--- config.mk ---
export PLATFORM = sky130hd
export DESIGN_NAME = axi_line_bridge_flat
export DESIGN_NICKNAME = d
export VERILOG_FILES = /design/src/rtl/axi_line_bridge_if.sv /design/src/rtl/axi_line_bridge.sv /design/src/flat_wrapper.sv
export SDC_FILE = /design/constraint.sdc
export NUM_CORES = 1
export LEC_CHECK = 0
export CAP_MARGIN = 0
export CORE_AREA = 2 2 210 212
export CTS_CLUSTER_SIZE = 30
export DETAILED_ROUTE_END_ITERATION = 16
export DIE_AREA = 0 0 212 214
export DONT_BUFFER_PORTS = 1
export GPL_ROUTABILITY_DRIVEN = 0
export PLACE_DENSITY_LB_ADDON = 0.1
export SYNTH_ARGS = -nofsm -noshare
export SYNTH_HDL_FRONTEND = slang
export SYNTH_SLANG_ARGS = --single-unit
--- constraint.sdc ---
create_clock -name clk -period 2.4 [get_ports clk]
set_input_delay 0.24 -clock clk [delete_from_list [all_inputs] [get_ports clk]]
set_output_delay 0.24 -clock clk [all_outputs]
set_load 0.03 [all_outputs]
--- src/rtl/axi_line_bridge_if.sv ---
// AXI4 master port of the cache-line bridge.
// The bridge drives the master modport; the memory side uses the slave modport.
interface axi_line_bridge_if #(
  parameter int ID_W = 4
);
  logic [ID_W-1:0] arid;
  logic [31:0]     araddr;
  logic [7:0]      arlen;
  logic [2:0]      arsize;
  logic [1:0]      arburst;
  logic [1:0]      arlock;
  logic [3:0]      arcache;
  logic [2:0]      arprot;
  logic            arvalid;
  logic            arready;

  logic [ID_W-1:0] rid;
  logic [31:0]     rdata;
  logic [1:0]      rresp;
  logic            rlast;
  logic            rvalid;
  logic            rready;

  logic [ID_W-1:0] awid;
  logic [31:0]     awaddr;
  logic [7:0]      awlen;
  logic [2:0]      awsize;
  logic [1:0]      awburst;
  logic [1:0]      awlock;
  logic [3:0]      awcache;
  logic [2:0]      awprot;
  logic            awvalid;
  logic            awready;

  logic [ID_W-1:0] wid;
  logic [31:0]     wdata;
  logic [3:0]      wstrb;
  logic            wlast;
  logic            wvalid;
  logic            wready;

  logic [ID_W-1:0] bid;
  logic [1:0]      bresp;
  logic            bvalid;
  logic            bready;

  modport master (
    output arid, araddr, arlen, arsize, arburst, arlock, arcache, arprot, arvalid,
    input  arready,
    input  rid, rdata, rresp, rlast, rvalid,
    output rready,
    output awid, awaddr, awlen, awsize, awburst, awlock, awcache, awprot, awvalid,
    input  awready,
    output wid, wdata, wstrb, wlast, wvalid,
    input  wready,
    input  bid, bresp, bvalid,
    output bready
  );

  modport slave (
    input  arid, araddr, arlen, arsize, arburst, arlock, arcache, arprot, arvalid,
    output arready,
    output rid, rdata, rresp, rlast, rvalid,
    input  rready,
    input  awid, awaddr, awlen, awsize, awburst, awlock, awcache, awprot, awvalid,
    output awready,
    input  wid, wdata, wstrb, wlast, wvalid,
    output wready,
    output bid, bresp, bvalid,
    input  bready
  );
endinterface

--- src/rtl/axi_line_bridge.sv ---
// Cache-line bridge: 128-bit refills and writebacks become 4-beat AXI4 INCR bursts.
// Independent read and write FSMs share one AXI master port.
module axi_line_bridge #(
  parameter int ID_W  = 4,
  parameter int RD_ID = 0,
  parameter int WR_ID = 1
) (
  input  logic         clk,
  input  logic         resetn,
  input  logic         rd_req,
  input  logic [31:0]  rd_addr,
  output logic         rd_rdy,
  output logic         ret_valid,
  output logic [127:0] ret_data,
  input  logic         wr_req,
  input  logic [31:0]  wr_addr,
  input  logic [127:0] wr_data,
  output logic         wr_rdy,
  output logic         wr_valid,
  axi_line_bridge_if.master axi
);

  typedef enum logic [2:0] {R_IDLE, R_HOLD, R_AR, R_DATA, R_RET} r_state_t;
  typedef enum logic [2:0] {W_IDLE, W_AW, W_DATA, W_B, W_DONE} w_state_t;

  r_state_t       r_state_reg, r_state_next;
  logic           rd_rdy_reg;
  logic [27:0]    r_line_reg;
  logic [1:0]     r_beat_reg;
  logic [31:0]    araddr_reg;
  logic [127:0]   ret_data_reg;
  logic [127:0]   r_line_data;
  logic           r_last_beat;
  logic           hazard;

  w_state_t       w_state_reg, w_state_next;
  logic           wr_rdy_reg;
  logic [27:0]    w_line_reg;
  logic [1:0]     w_beat_reg;
  logic [31:0]    awaddr_reg;
  logic [127:0]   w_data_reg;

  logic           unused_ok;
  assign unused_ok = ^{rd_addr[3:0], wr_addr[3:0], axi.rid, axi.rresp, axi.bid, axi.bresp};

  assign axi.arid    = ID_W'(RD_ID);
  assign axi.arlen   = 8'd3;
  assign axi.arsize  = 3'd2;
  assign axi.arburst = 2'b01;
  assign axi.arlock  = 2'b00;
  assign axi.arcache = 4'b0000;
  assign axi.arprot  = 3'b000;
  assign axi.araddr  = araddr_reg;

  assign axi.awid    = ID_W'(WR_ID);
  assign axi.awlen   = 8'd3;
  assign axi.awsize  = 3'd2;
  assign axi.awburst = 2'b01;
  assign axi.awlock  = 2'b00;
  assign axi.awcache = 4'b0000;
  assign axi.awprot  = 3'b000;
  assign axi.awaddr  = awaddr_reg;

  assign axi.wid     = ID_W'(WR_ID);
  assign axi.wstrb   = 4'hF;
  assign axi.wdata   = w_data_reg[{w_beat_reg, 5'd0} +: 32];
  assign axi.wlast   = (w_beat_reg == 2'd3);

  assign rd_rdy   = rd_rdy_reg;
  assign wr_rdy   = wr_rdy_reg;
  assign ret_data = ret_data_reg;

  // A refill must not overtake a writeback of the same line still in flight.
  assign hazard      = (w_state_reg != W_IDLE) && (w_line_reg == r_line_reg);
  assign r_last_beat = axi.rvalid && (axi.rlast || r_beat_reg == 2'd3);

  // Collect beats per word; the beat in flight is merged so ret_data updates once, at the end.
  for (genvar gi = 0; gi < 4; gi++) begin : gen_rword
    logic [31:0] word_reg;
    always_ff @(posedge clk or negedge resetn) begin
      if (!resetn)
        word_reg <= 32'd0;
      else if (r_state_reg == R_DATA && axi.rvalid && r_beat_reg == 2'(gi))
        word_reg <= axi.rdata;
    end
    assign r_line_data[gi*32 +: 32] = (r_beat_reg == 2'(gi)) ? axi.rdata : word_reg;
  end

  always_comb begin
    r_state_next = r_state_reg;
    axi.arvalid  = 1'b0;
    axi.rready   = 1'b0;
    ret_valid    = 1'b0;
    case (r_state_reg)
      R_IDLE: if (rd_req && rd_rdy_reg) r_state_next = R_HOLD;
      R_HOLD: if (!hazard) r_state_next = R_AR;
      R_AR: begin
        axi.arvalid = 1'b1;
        if (axi.arready) r_state_next = R_DATA;
      end
      R_DATA: begin
        axi.rready = 1'b1;
        if (r_last_beat) r_state_next = R_RET;
      end
      R_RET: begin
        ret_valid    = 1'b1;
        r_state_next = R_IDLE;
      end
      default: r_state_next = R_IDLE;
    endcase
  end

  always_ff @(posedge clk or negedge resetn) begin
    if (!resetn) begin
      r_state_reg  <= R_IDLE;
      rd_rdy_reg   <= 1'b0;
      r_line_reg   <= 28'd0;
      r_beat_reg   <= 2'd0;
      araddr_reg   <= 32'd0;
      ret_data_reg <= 128'd0;
    end else begin
      r_state_reg <= r_state_next;
      rd_rdy_reg  <= (r_state_next == R_IDLE);
      if (r_state_reg == R_IDLE && rd_req && rd_rdy_reg)
        r_line_reg <= rd_addr[31:4];
      if (r_state_reg == R_HOLD && !hazard)
        araddr_reg <= {r_line_reg, 4'b0000};
      if (r_state_reg == R_AR && axi.arready)
        r_beat_reg <= 2'd0;
      if (r_state_reg == R_DATA && axi.rvalid) begin
        r_beat_reg <= r_beat_reg + 2'd1;
        if (r_last_beat) ret_data_reg <= r_line_data;
      end
    end
  end

  always_comb begin
    w_state_next = w_state_reg;
    axi.awvalid  = 1'b0;
    axi.wvalid   = 1'b0;
    axi.bready   = 1'b0;
    wr_valid     = 1'b0;
    case (w_state_reg)
      W_IDLE: if (wr_req && wr_rdy_reg) w_state_next = W_AW;
      W_AW: begin
        axi.awvalid = 1'b1;
        if (axi.awready) w_state_next = W_DATA;
      end
      W_DATA: begin
        axi.wvalid = 1'b1;
        if (axi.wready && w_beat_reg == 2'd3) w_state_next = W_B;
      end
      W_B: begin
        axi.bready = 1'b1;
        if (axi.bvalid) w_state_next = W_DONE;
      end
      W_DONE: begin
        wr_valid     = 1'b1;
        w_state_next = W_IDLE;
      end
      default: w_state_next = W_IDLE;
    endcase
  end

  always_ff @(posedge clk or negedge resetn) begin
    if (!resetn) begin
      w_state_reg <= W_IDLE;
      wr_rdy_reg  <= 1'b0;
      w_line_reg  <= 28'd0;
      w_beat_reg  <= 2'd0;
      awaddr_reg  <= 32'd0;
      w_data_reg  <= 128'd0;
    end else begin
      w_state_reg <= w_state_next;
      wr_rdy_reg  <= (w_state_next == W_IDLE);
      if (w_state_reg == W_IDLE && wr_req && wr_rdy_reg) begin
        w_line_reg <= wr_addr[31:4];
        awaddr_reg <= {wr_addr[31:4], 4'b0000};
        w_data_reg <= wr_data;
      end
      if (w_state_reg == W_AW && axi.awready)
        w_beat_reg <= 2'd0;
      if (w_state_reg == W_DATA && axi.wready)
        w_beat_reg <= w_beat_reg + 2'd1;
    end
  end

endmodule
--- src/flat_wrapper.sv ---
// flat-port wrapper written by rule: the top's interface ports become plain ports
module axi_line_bridge_flat 
#(
  parameter int ID_W  = 4,
  parameter int RD_ID = 0,
  parameter int WR_ID = 1
)
  (clk, resetn, rd_req, rd_addr, rd_rdy, ret_valid, ret_data, wr_req, wr_addr, wr_data, wr_rdy, wr_valid, axi_arid, axi_araddr, axi_arlen, axi_arsize, axi_arburst, axi_arlock, axi_arcache, axi_arprot, axi_arvalid, axi_arready, axi_rid, axi_rdata, axi_rresp, axi_rlast, axi_rvalid, axi_rready, axi_awid, axi_awaddr, axi_awlen, axi_awsize, axi_awburst, axi_awlock, axi_awcache, axi_awprot, axi_awvalid, axi_awready, axi_wid, axi_wdata, axi_wstrb, axi_wlast, axi_wvalid, axi_wready, axi_bid, axi_bresp, axi_bvalid, axi_bready);
  axi_line_bridge_if #(.ID_W(ID_W)) axi_i ();
  input  logic clk;
  input  logic resetn;
  input  logic rd_req;
  input  logic [31:0] rd_addr;
  output logic rd_rdy;
  output logic ret_valid;
  output logic [127:0] ret_data;
  input  logic wr_req;
  input  logic [31:0] wr_addr;
  input  logic [127:0] wr_data;
  output logic wr_rdy;
  output logic wr_valid;
  output wire logic [$bits(axi_i.arid)-1:0] axi_arid;
  output wire logic [$bits(axi_i.araddr)-1:0] axi_araddr;
  output wire logic [$bits(axi_i.arlen)-1:0] axi_arlen;
  output wire logic [$bits(axi_i.arsize)-1:0] axi_arsize;
  output wire logic [$bits(axi_i.arburst)-1:0] axi_arburst;
  output wire logic [$bits(axi_i.arlock)-1:0] axi_arlock;
  output wire logic [$bits(axi_i.arcache)-1:0] axi_arcache;
  output wire logic [$bits(axi_i.arprot)-1:0] axi_arprot;
  output wire logic [$bits(axi_i.arvalid)-1:0] axi_arvalid;
  input wire logic [$bits(axi_i.arready)-1:0] axi_arready;
  input wire logic [$bits(axi_i.rid)-1:0] axi_rid;
  input wire logic [$bits(axi_i.rdata)-1:0] axi_rdata;
  input wire logic [$bits(axi_i.rresp)-1:0] axi_rresp;
  input wire logic [$bits(axi_i.rlast)-1:0] axi_rlast;
  input wire logic [$bits(axi_i.rvalid)-1:0] axi_rvalid;
  output wire logic [$bits(axi_i.rready)-1:0] axi_rready;
  output wire logic [$bits(axi_i.awid)-1:0] axi_awid;
  output wire logic [$bits(axi_i.awaddr)-1:0] axi_awaddr;
  output wire logic [$bits(axi_i.awlen)-1:0] axi_awlen;
  output wire logic [$bits(axi_i.awsize)-1:0] axi_awsize;
  output wire logic [$bits(axi_i.awburst)-1:0] axi_awburst;
  output wire logic [$bits(axi_i.awlock)-1:0] axi_awlock;
  output wire logic [$bits(axi_i.awcache)-1:0] axi_awcache;
  output wire logic [$bits(axi_i.awprot)-1:0] axi_awprot;
  output wire logic [$bits(axi_i.awvalid)-1:0] axi_awvalid;
  input wire logic [$bits(axi_i.awready)-1:0] axi_awready;
  output wire logic [$bits(axi_i.wid)-1:0] axi_wid;
  output wire logic [$bits(axi_i.wdata)-1:0] axi_wdata;
  output wire logic [$bits(axi_i.wstrb)-1:0] axi_wstrb;
  output wire logic [$bits(axi_i.wlast)-1:0] axi_wlast;
  output wire logic [$bits(axi_i.wvalid)-1:0] axi_wvalid;
  input wire logic [$bits(axi_i.wready)-1:0] axi_wready;
  input wire logic [$bits(axi_i.bid)-1:0] axi_bid;
  input wire logic [$bits(axi_i.bresp)-1:0] axi_bresp;
  input wire logic [$bits(axi_i.bvalid)-1:0] axi_bvalid;
  output wire logic [$bits(axi_i.bready)-1:0] axi_bready;
  assign axi_arid = axi_i.arid;
  assign axi_araddr = axi_i.araddr;
  assign axi_arlen = axi_i.arlen;
  assign axi_arsize = axi_i.arsize;
  assign axi_arburst = axi_i.arburst;
  assign axi_arlock = axi_i.arlock;
  assign axi_arcache = axi_i.arcache;
  assign axi_arprot = axi_i.arprot;
  assign axi_arvalid = axi_i.arvalid;
  assign axi_i.arready = axi_arready;
  assign axi_i.rid = axi_rid;
  assign axi_i.rdata = axi_rdata;
  assign axi_i.rresp = axi_rresp;
  assign axi_i.rlast = axi_rlast;
  assign axi_i.rvalid = axi_rvalid;
  assign axi_rready = axi_i.rready;
  assign axi_awid = axi_i.awid;
  assign axi_awaddr = axi_i.awaddr;
  assign axi_awlen = axi_i.awlen;
  assign axi_awsize = axi_i.awsize;
  assign axi_awburst = axi_i.awburst;
  assign axi_awlock = axi_i.awlock;
  assign axi_awcache = axi_i.awcache;
  assign axi_awprot = axi_i.awprot;
  assign axi_awvalid = axi_i.awvalid;
  assign axi_i.awready = axi_awready;
  assign axi_wid = axi_i.wid;
  assign axi_wdata = axi_i.wdata;
  assign axi_wstrb = axi_i.wstrb;
  assign axi_wlast = axi_i.wlast;
  assign axi_wvalid = axi_i.wvalid;
  assign axi_i.wready = axi_wready;
  assign axi_i.bid = axi_bid;
  assign axi_i.bresp = axi_bresp;
  assign axi_i.bvalid = axi_bvalid;
  assign axi_bready = axi_i.bready;
  axi_line_bridge #(.ID_W(ID_W), .RD_ID(RD_ID), .WR_ID(WR_ID)) u_core (.clk(clk), .resetn(resetn), .rd_req(rd_req), .rd_addr(rd_addr), .rd_rdy(rd_rdy), .ret_valid(ret_valid), .ret_data(ret_data), .wr_req(wr_req), .wr_addr(wr_addr), .wr_data(wr_data), .wr_rdy(wr_rdy), .wr_valid(wr_valid), .axi(axi_i));
endmodule
Word level (Yosys, flattened, before mapping) --
Cells that the tools add are included.
Cells by class: add/sub/neg operators 2, shifts and indexed selects 1, eq/ne operators 13, mux-type cells 25, reduce and logical (&&, ||, !) cells 29
Operators with widths (number):
- 32-bit 2-to-1 mux | 4
- 128-bit by 8-bit indexed part select with 32-bit output | 1
- 28-bit == test | 1
- 3-bit 2-to-1 mux | 8
- 3-bit case mux with 4 select lines | 2
- 1-bit logical AND | 18
- 3-bit by 2-bit == test with 1-bit output, second input constant | 4
- 3-bit logical NOT | 4
- 2-bit 2-to-1 mux | 4
- 1-bit 2-to-1 mux | 7
- 2-bit == test, second input constant | 3
- 3-bit by 1-bit == test with 1-bit output, second input constant | 2
- 3-bit == test, second input constant | 2
- 2-bit by 1-bit adder with 2-bit output, second input constant | 2
- 2-bit nonzero test | 2
- 3-bit nonzero test | 1
- 2-bit by 1-bit == test with 1-bit output, second input constant | 1
- 2-bit logical NOT | 1
- 2-bit AND reduction | 1
- 1-bit logical NOT | 1
- 1-bit logical OR | 1
Storage, ports and cells: bits in registers 480, word-level logic and storage cells 85, output and inout bits 294, bits of input ports 246

Logic depth before layout (Yosys ltp) --
Gate-level depths: netlist of run 1.
word-level depth 6, depth in mapped cells 9, depth with buffers taken out 5

Least setup slack after synthesis of run 1 --
No wires, ideal clock.
kind reg-to-reg, start point register u_core.w_line_reg[13], end point register u_core.araddr_reg[22], in the netlist u_core.axi.araddr[22], library setup time 125 ps, buffers on the path 2, cell stages (with the launch flop) 8, clock period less this slack 1979 ps, data arrival time 1854 ps, slack 421 ps, data required time 2275 ps, cell sequence dfrtp_1 xor2_1 nor4_1 nand4_1 o21bai_2 buf_6 buf_12 mux2_4
Between the ends: longest elaborated chain between the ends 4
RTL lines:
- from (decl) | line axi_line_bridge.sv:38 | logic [27:0] w_line_reg;
- from (signal assigned) | line axi_line_bridge.sv:177 | w_line_reg <= wr_addr[31:4];
- 28-bit == test | line axi_line_bridge.sv:74 | assign hazard = (w_state_reg != W_IDLE) && (w_line_reg == r_line_reg);
- 1-bit logical AND | line axi_line_bridge.sv:74
- 1-bit logical NOT
- 1-bit logical AND | line axi_line_bridge.sv:126 | if (r_state_reg == R_HOLD && !hazard)
- to (signal assigned) | line axi_line_bridge.sv:127 | araddr_reg <= {r_line_reg, 4'b0000};
- to (decl) | line axi_line_bridge.sv:30 | logic [31:0] araddr_reg;
Every way passes these cells. A chain may end at the register's enable or synchronous reset.

Final worst setup path of run 1 --
start point register u_core.w_line_reg[4], end point register u_core.araddr_reg[31], in the netlist u_core.axi.araddr[31]
Same word-level chain as after synthesis.

==> impl_metrics.toml, run 1 <==
[yosys]
yosysUniqueCellTypes = 37
ys_seq_area_share_pct = 57.4
yosys_warnings = 0
synth_top_area_share_pct = 57.4
syn_area_um2 = 20900
synth.avg_cell_area_um2 = 14.1
synth_top_cell_by_area = "dfrtp_1"
synthTopCellsByArea = "dfrtp_1 57%, mux2_2 18%, mux2i_1 6.1%"
synth_cells = 1485
ys_seq_elements = 480

[cts]
clock_latency_ps = 610
cts_setup_buffers = 0
ctsHoldBuffers = 221
htree_levels = 2
path_clk_slew_ps = 60
cts.path.max_buffers = 3
cts_tree = "built"
cts.sink_count = 480
cts_inserted_buffers = 52
cts_resized = 0
cts_root_buffer = "clkbuf_16"

[worst_setup_path]
r2r_start = "u_core.w_line_reg[4]"
crit_fanout = 22
worstRegToRegCells = 6
critPathRequiredTime_ps = 2870
critPathLaunch = "u_core.w_line_reg[4]"
worstPathArrival_ps = 2720
start_kind = "flop"
crit_path_end_kind = "flop"
path_class = "flop to flop"

[cells_and_area]
syn_to_final_growth_pct = 21.0
drive_gt1_share_pct = 31.2
mostFrequentLayoutCell = "dfrtp_1"
final_cell_mix = "479 x dfrtp_1, 333 x mux2_2, 221 x dlygate4sd3_1"
fillers = 3367
utilization_pct = 59.0
nets = 1976

[routing]
post-route-drc-count = 0
ant_nets = 0
vias = 12400
routedWlPerCell_um = 21.5
drt-total-wl_mm = 50.7
drt_first_pass_iters = 6
drt-initial-drc-count = 657
via_per_inst = 5.28

[sta]
rsz0062_at_grt = "no"
fmax_ghz = 0.444
tightest_slew_ps = 1970
hold_slack_ps = -673
fin_skew_ps = 26.7
tns_ps = 0
setup_viol = 0
slew_viol_final = 215
post-route-period-util_pct = 93.9
relSlewSlack_pct = -31.0
fin_ws_ps = 145
finalCriticalPeriod_ps = 2250
finalHoldViolations = 480

[power]
leakage_nw = 11.1
pwr_density_cell_nw_per_um2 = 1470
irDropWorstVdd_mv = 0.892
finalPower_mw = 37.3

[grt]
grt_pass1_wl_mm = 78.6
grt_max_degree = 481
antenna_found_initial = 6
grt_use_total_pct = 22.6
gr-total-overflow = 0
first_global_vias = 13000

[outcome]
outcome = "complete, but fails checks"
violations = "hold timing, slew limit"

[min_path]
hold_class = "input port to asynchronous set/reset pin"

[place]
post-dp-hpwl_mm = 33.6
dp_worst_setup_slack_ps = 148
portBuffers = 0

[floorplanning]
ioPinCount = 540
die_area_um2 = 45400
rows = 76
fp.dieH_um = 214
core-area_um2 = 42900
die_w_um = 212
start_util_pct = 48.8

[job]
maxCapViolations = 0
## layout make-up
cell class	instances	area, um2	area share, %
antenna	5	12.5	0.0494
clock inverter	14	153	0.603
multi-input combinational	910	8010	31.6
tap	585	732	2.89
inverter	3	11.3	0.0445
timing repair buffer	278	2800	11.1
sequential	480	12000	47.4
clock buffer	79	1580	6.25
## per-stage QoR
stage / hold slack [ps] / area (um2) / cells
after floorplan: -55.6 / 21200 / 1551
after global placement: -46.3 / 21400 / 2035
after detailed placement: -48.6 / 21400 / 2035
after CTS: -712 / 25300 / 2349
after global routing: -712 / 25300 / 2353
final: -673 / 25300 / 2354
## logic make-up after synthesis
family | Yosys count | share of synthesized area (%)
AO/OA/AOI/OAI | 140 | 3.90
buffers and inverters | 161 | 5.70
flip-flops | 480 | 57.4
multiplexers | 502 | 28.1
adder cells (fa/ha/maj) | 5 | 0.299
AND/OR/NAND/NOR | 167 | 3.36
other | 2 | 0.0359
XOR/XNOR | 28 | 1.17
## worst max-delay path, cell delays in order, from the launching register on
cell and delay (ps):
dfrtp_1 510, xor2_1 200, nor4_1 350, nand4_1 270, o21bai_4 240, buf_12 210, mux2_2 350
## routing by layer
metal / track usage [%] / wire, um / vias to the layer above
met5: 0 / 13 / -
met4: 8.17 / 1730 / 2
met3: 7.98 / 4290 / 107
met2: 36.1 / 24100 / 392
met1: 28.2 / 20500 / 6305
li1: - / - / 5617
## report_power, final
| part | switching (mW) | total (mW) | leakage (nW) | internal (mW) |
|---|---|---|---|---|
| sequential | 5.75 | 17.7 | 5.85 | 12.0 |
| combinational | 5.77 | 11.5 | 4.37 | 5.77 |
| clock | 3.31 | 8.07 | 0.862 | 4.76 |
## cell usage after synthesis (all sizes together)
master / instances
a2111o: 1
a211oi: 1
a21oi: 131
a22o: 2
a311oi: 1
and2: 5
and3: 1
and3b: 2
buf: 136
clkbuf: 22
conb: 2
dfrtp: 480
ha: 5
inv: 3
mux2: 342
mux2i: 128
mux4: 32
nand2: 4
nand2b: 1
nand3: 1
nand4: 2
nor2: 134
nor2b: 2
nor3: 4
nor3b: 4
nor4: 6
o21a: 1
o21ai: 2
o21bai: 1
or3: 1
xor2: 28
## path summary, 6_finish.rpt
kind | end | slack, ps
setup / recovery | u_core.axi.araddr[31] | 150
hold / removal | u_core.ret_data[122] | -670
setup reg to reg | u_core.axi.araddr[31] | 150
hold reg to reg | u_core.gen_rword[0].word_reg[26] | 500
max in group asynchronous | u_core.w_beat_reg[0] | 1410
min in group clk | u_core.r_state_reg[0] | 30
(Power assumes the default switching activity.)
==> run 2: changes to the inputs <==
--- a/config.mk
+++ b/config.mk
@@ -6,10 +6,10 @@
 export NUM_CORES = 1
 export LEC_CHECK = 0
 export CAP_MARGIN = 0
-export CORE_AREA = 2 2 210 212
+export CORE_MARGIN = 2
+export CORE_UTILIZATION = 50
 export CTS_CLUSTER_SIZE = 30
 export DETAILED_ROUTE_END_ITERATION = 16
-export DIE_AREA = 0 0 212 214
 export DONT_BUFFER_PORTS = 1
 export GPL_ROUTABILITY_DRIVEN = 0
 export PLACE_DENSITY_LB_ADDON = 0.1
==> run 2 against run 1 <==
Against the previous run:
- the flow still finishes with violations (hold timing, slew limit)
- critical path depth up 1
- wire length up 0.15%
- first-iteration DRC count up 12%
- sequential share of layout area up 0.13 points
- cell count down 2.2%
- register-to-register slack better by 50 ps
- core utilization up 2.4 points
- die area down 4.1%
- critical path type unchanged
- critical endpoint is now u_core.axi.araddr[21]
- largest power group unchanged
==> impl_metrics.toml, run 2 (synthesis gave the netlist of run 1 again) <==
[outcome]
outcome = "complete, but fails checks"
violations = "hold timing, slew limit"

[sta]
fin_ws_ps = 192
fmax_ghz = 0.453
setup_viol = 0
finalHoldViolations = 480
tightest_slew_ps = 1540
finalCriticalPeriod_ps = 2210
post-route-period-util_pct = 92.0
tns_ps = 0
relSlewSlack_pct = -2.37
fin_skew_ps = 16.7
rsz0062_at_grt = "no"
slew_viol_final = 50
hold_slack_ps = -616

[cts]
cts_resized = 0
cts_inserted_buffers = 51
ctsHoldBuffers = 224
cts_root_buffer = "clkbuf_16"
cts.path.max_buffers = 3
clock_latency_ps = 580
htree_levels = 2
path_clk_slew_ps = 50
cts_setup_buffers = 0
cts_tree = "built"
cts.sink_count = 480

[routing]
drt-total-wl_mm = 50.7
ant_nets = 0
post-route-drc-count = 0
drt_first_pass_iters = 4
via_per_inst = 5.38
vias = 12400
routedWlPerCell_um = 22.0
drt-initial-drc-count = 735

[grt]
first_global_vias = 13000
grt_max_degree = 481
gr-total-overflow = 0
grt_use_total_pct = 23.4
grt_pass1_wl_mm = 78.5
antenna_found_initial = 6

[floorplanning]
die_w_um = 209
ioPinCount = 540
core-area_um2 = 41100
die_area_um2 = 43500
rows = 74
fp.dieH_um = 209
start_util_pct = 50.9

[worst_setup_path]
crit_path_end_kind = "flop"
worstPathArrival_ps = 2650
start_kind = "flop"
r2r_start = "u_core.w_line_reg[12]"
critPathRequiredTime_ps = 2840
path_class = "flop to flop"
rrSetupSlack_ps = 190
crit_fanout = 21
critPathLaunch = "u_core.w_line_reg[12]"

[power]
pwr_density_cell_nw_per_um2 = 1480
finalPower_mw = 37.3
leakage_nw = 11.1
irDropWorstVdd_mv = 0.918

[cells_and_area]
syn_to_final_growth_pct = 20.7
finalInstanceArea_um2 = 25200
drive_gt1_share_pct = 31.1
final_cell_mix = "479 x dfrtp_1, 333 x mux2_2, 224 x dlygate4sd3_1"
nets = 1978
mostFrequentLayoutCell = "dfrtp_1"

[min_path]
hold_class = "input port to asynchronous set/reset pin"

[place]
dp_worst_setup_slack_ps = 171
place_area_um2 = 21300
portBuffers = 0
post-dp-hpwl_mm = 33.0

[job]
maxCapViolations = 0
## run 2: cell types whose count changed in the layout (fill, tap and decap cells not counted), sizes merged
cell | before | now
dlygate4sd3 | 221 | 224
clkinv | 9 | 15
clkbuf | 79 | 73
bufinv | 2 | 3
inv | 5 | 3
## run 2: final cells by class
| class | instances | area (um2) |
|---|---|---|
| well taps | 532 | 666 |
| repair buffers | 281 | 2860 |
| inverters | 3 | 11.3 |
| clock buffers | 73 | 1500 |
| multi-input cells | 910 | 8010 |
| fillers | 3160 | 15900 |
| diodes | 5 | 12.5 |
| clock inverters | 19 | 176 |
| flip-flops and latches | 480 | 12000 |
## run 2: metrics by stage
stage          instances  util [%]
4_1_cts             2298      61.4
5_1_grt             2303      61.4
3_3_place_gp        1982      51.9
2_1_floorplan       1551         -
6_report            2303      61.4
3_5_place_dp        1982      51.9
## run 2: critical path: stages, from the launching register on
cell and delay [ps]:
dfrtp_1 420, xor2_1 170, nor4_1 320, buf_4 180
nand4_1 180, o21bai_4 240, buf_12 210, mux2_2 360
## run 2: final timing paths
| kind | cells past startpoint | end |
|---|---|---|
| min in group clk | 3 | u_core.wr_rdy |
| setup reg to reg | 7 | u_core.axi.araddr[21] |
| hold / removal | 0 | u_core.w_line_reg[11] |
| setup / recovery | 7 | u_core.axi.araddr[21] |
| max in group asynchronous | 0 | u_core.w_beat_reg[0] |
| hold reg to reg | 1 | u_core.w_data_reg[92] |
## run 2: layer usage
| layer | track usage, % | share of wire [%] |
|---|---|---|
| met1 | 28.9 | 39 |
| met2 | 38.9 | 49 |
| met3 | 7.23 | 8.5 |
| met4 | 8.47 | 3.1 |
| met5 | 0 | 0.026 |
## run 2: power breakdown
| part | leakage (nW) | internal, mW | switching (mW) |
|---|---|---|---|
| logic | 4.39 | 5.86 | 5.97 |
| registers | 5.85 | 12.0 | 5.69 |
| clock network | 0.838 | 4.66 | 3.17 |
| total | 11.1 | 22.5 | 14.8 |
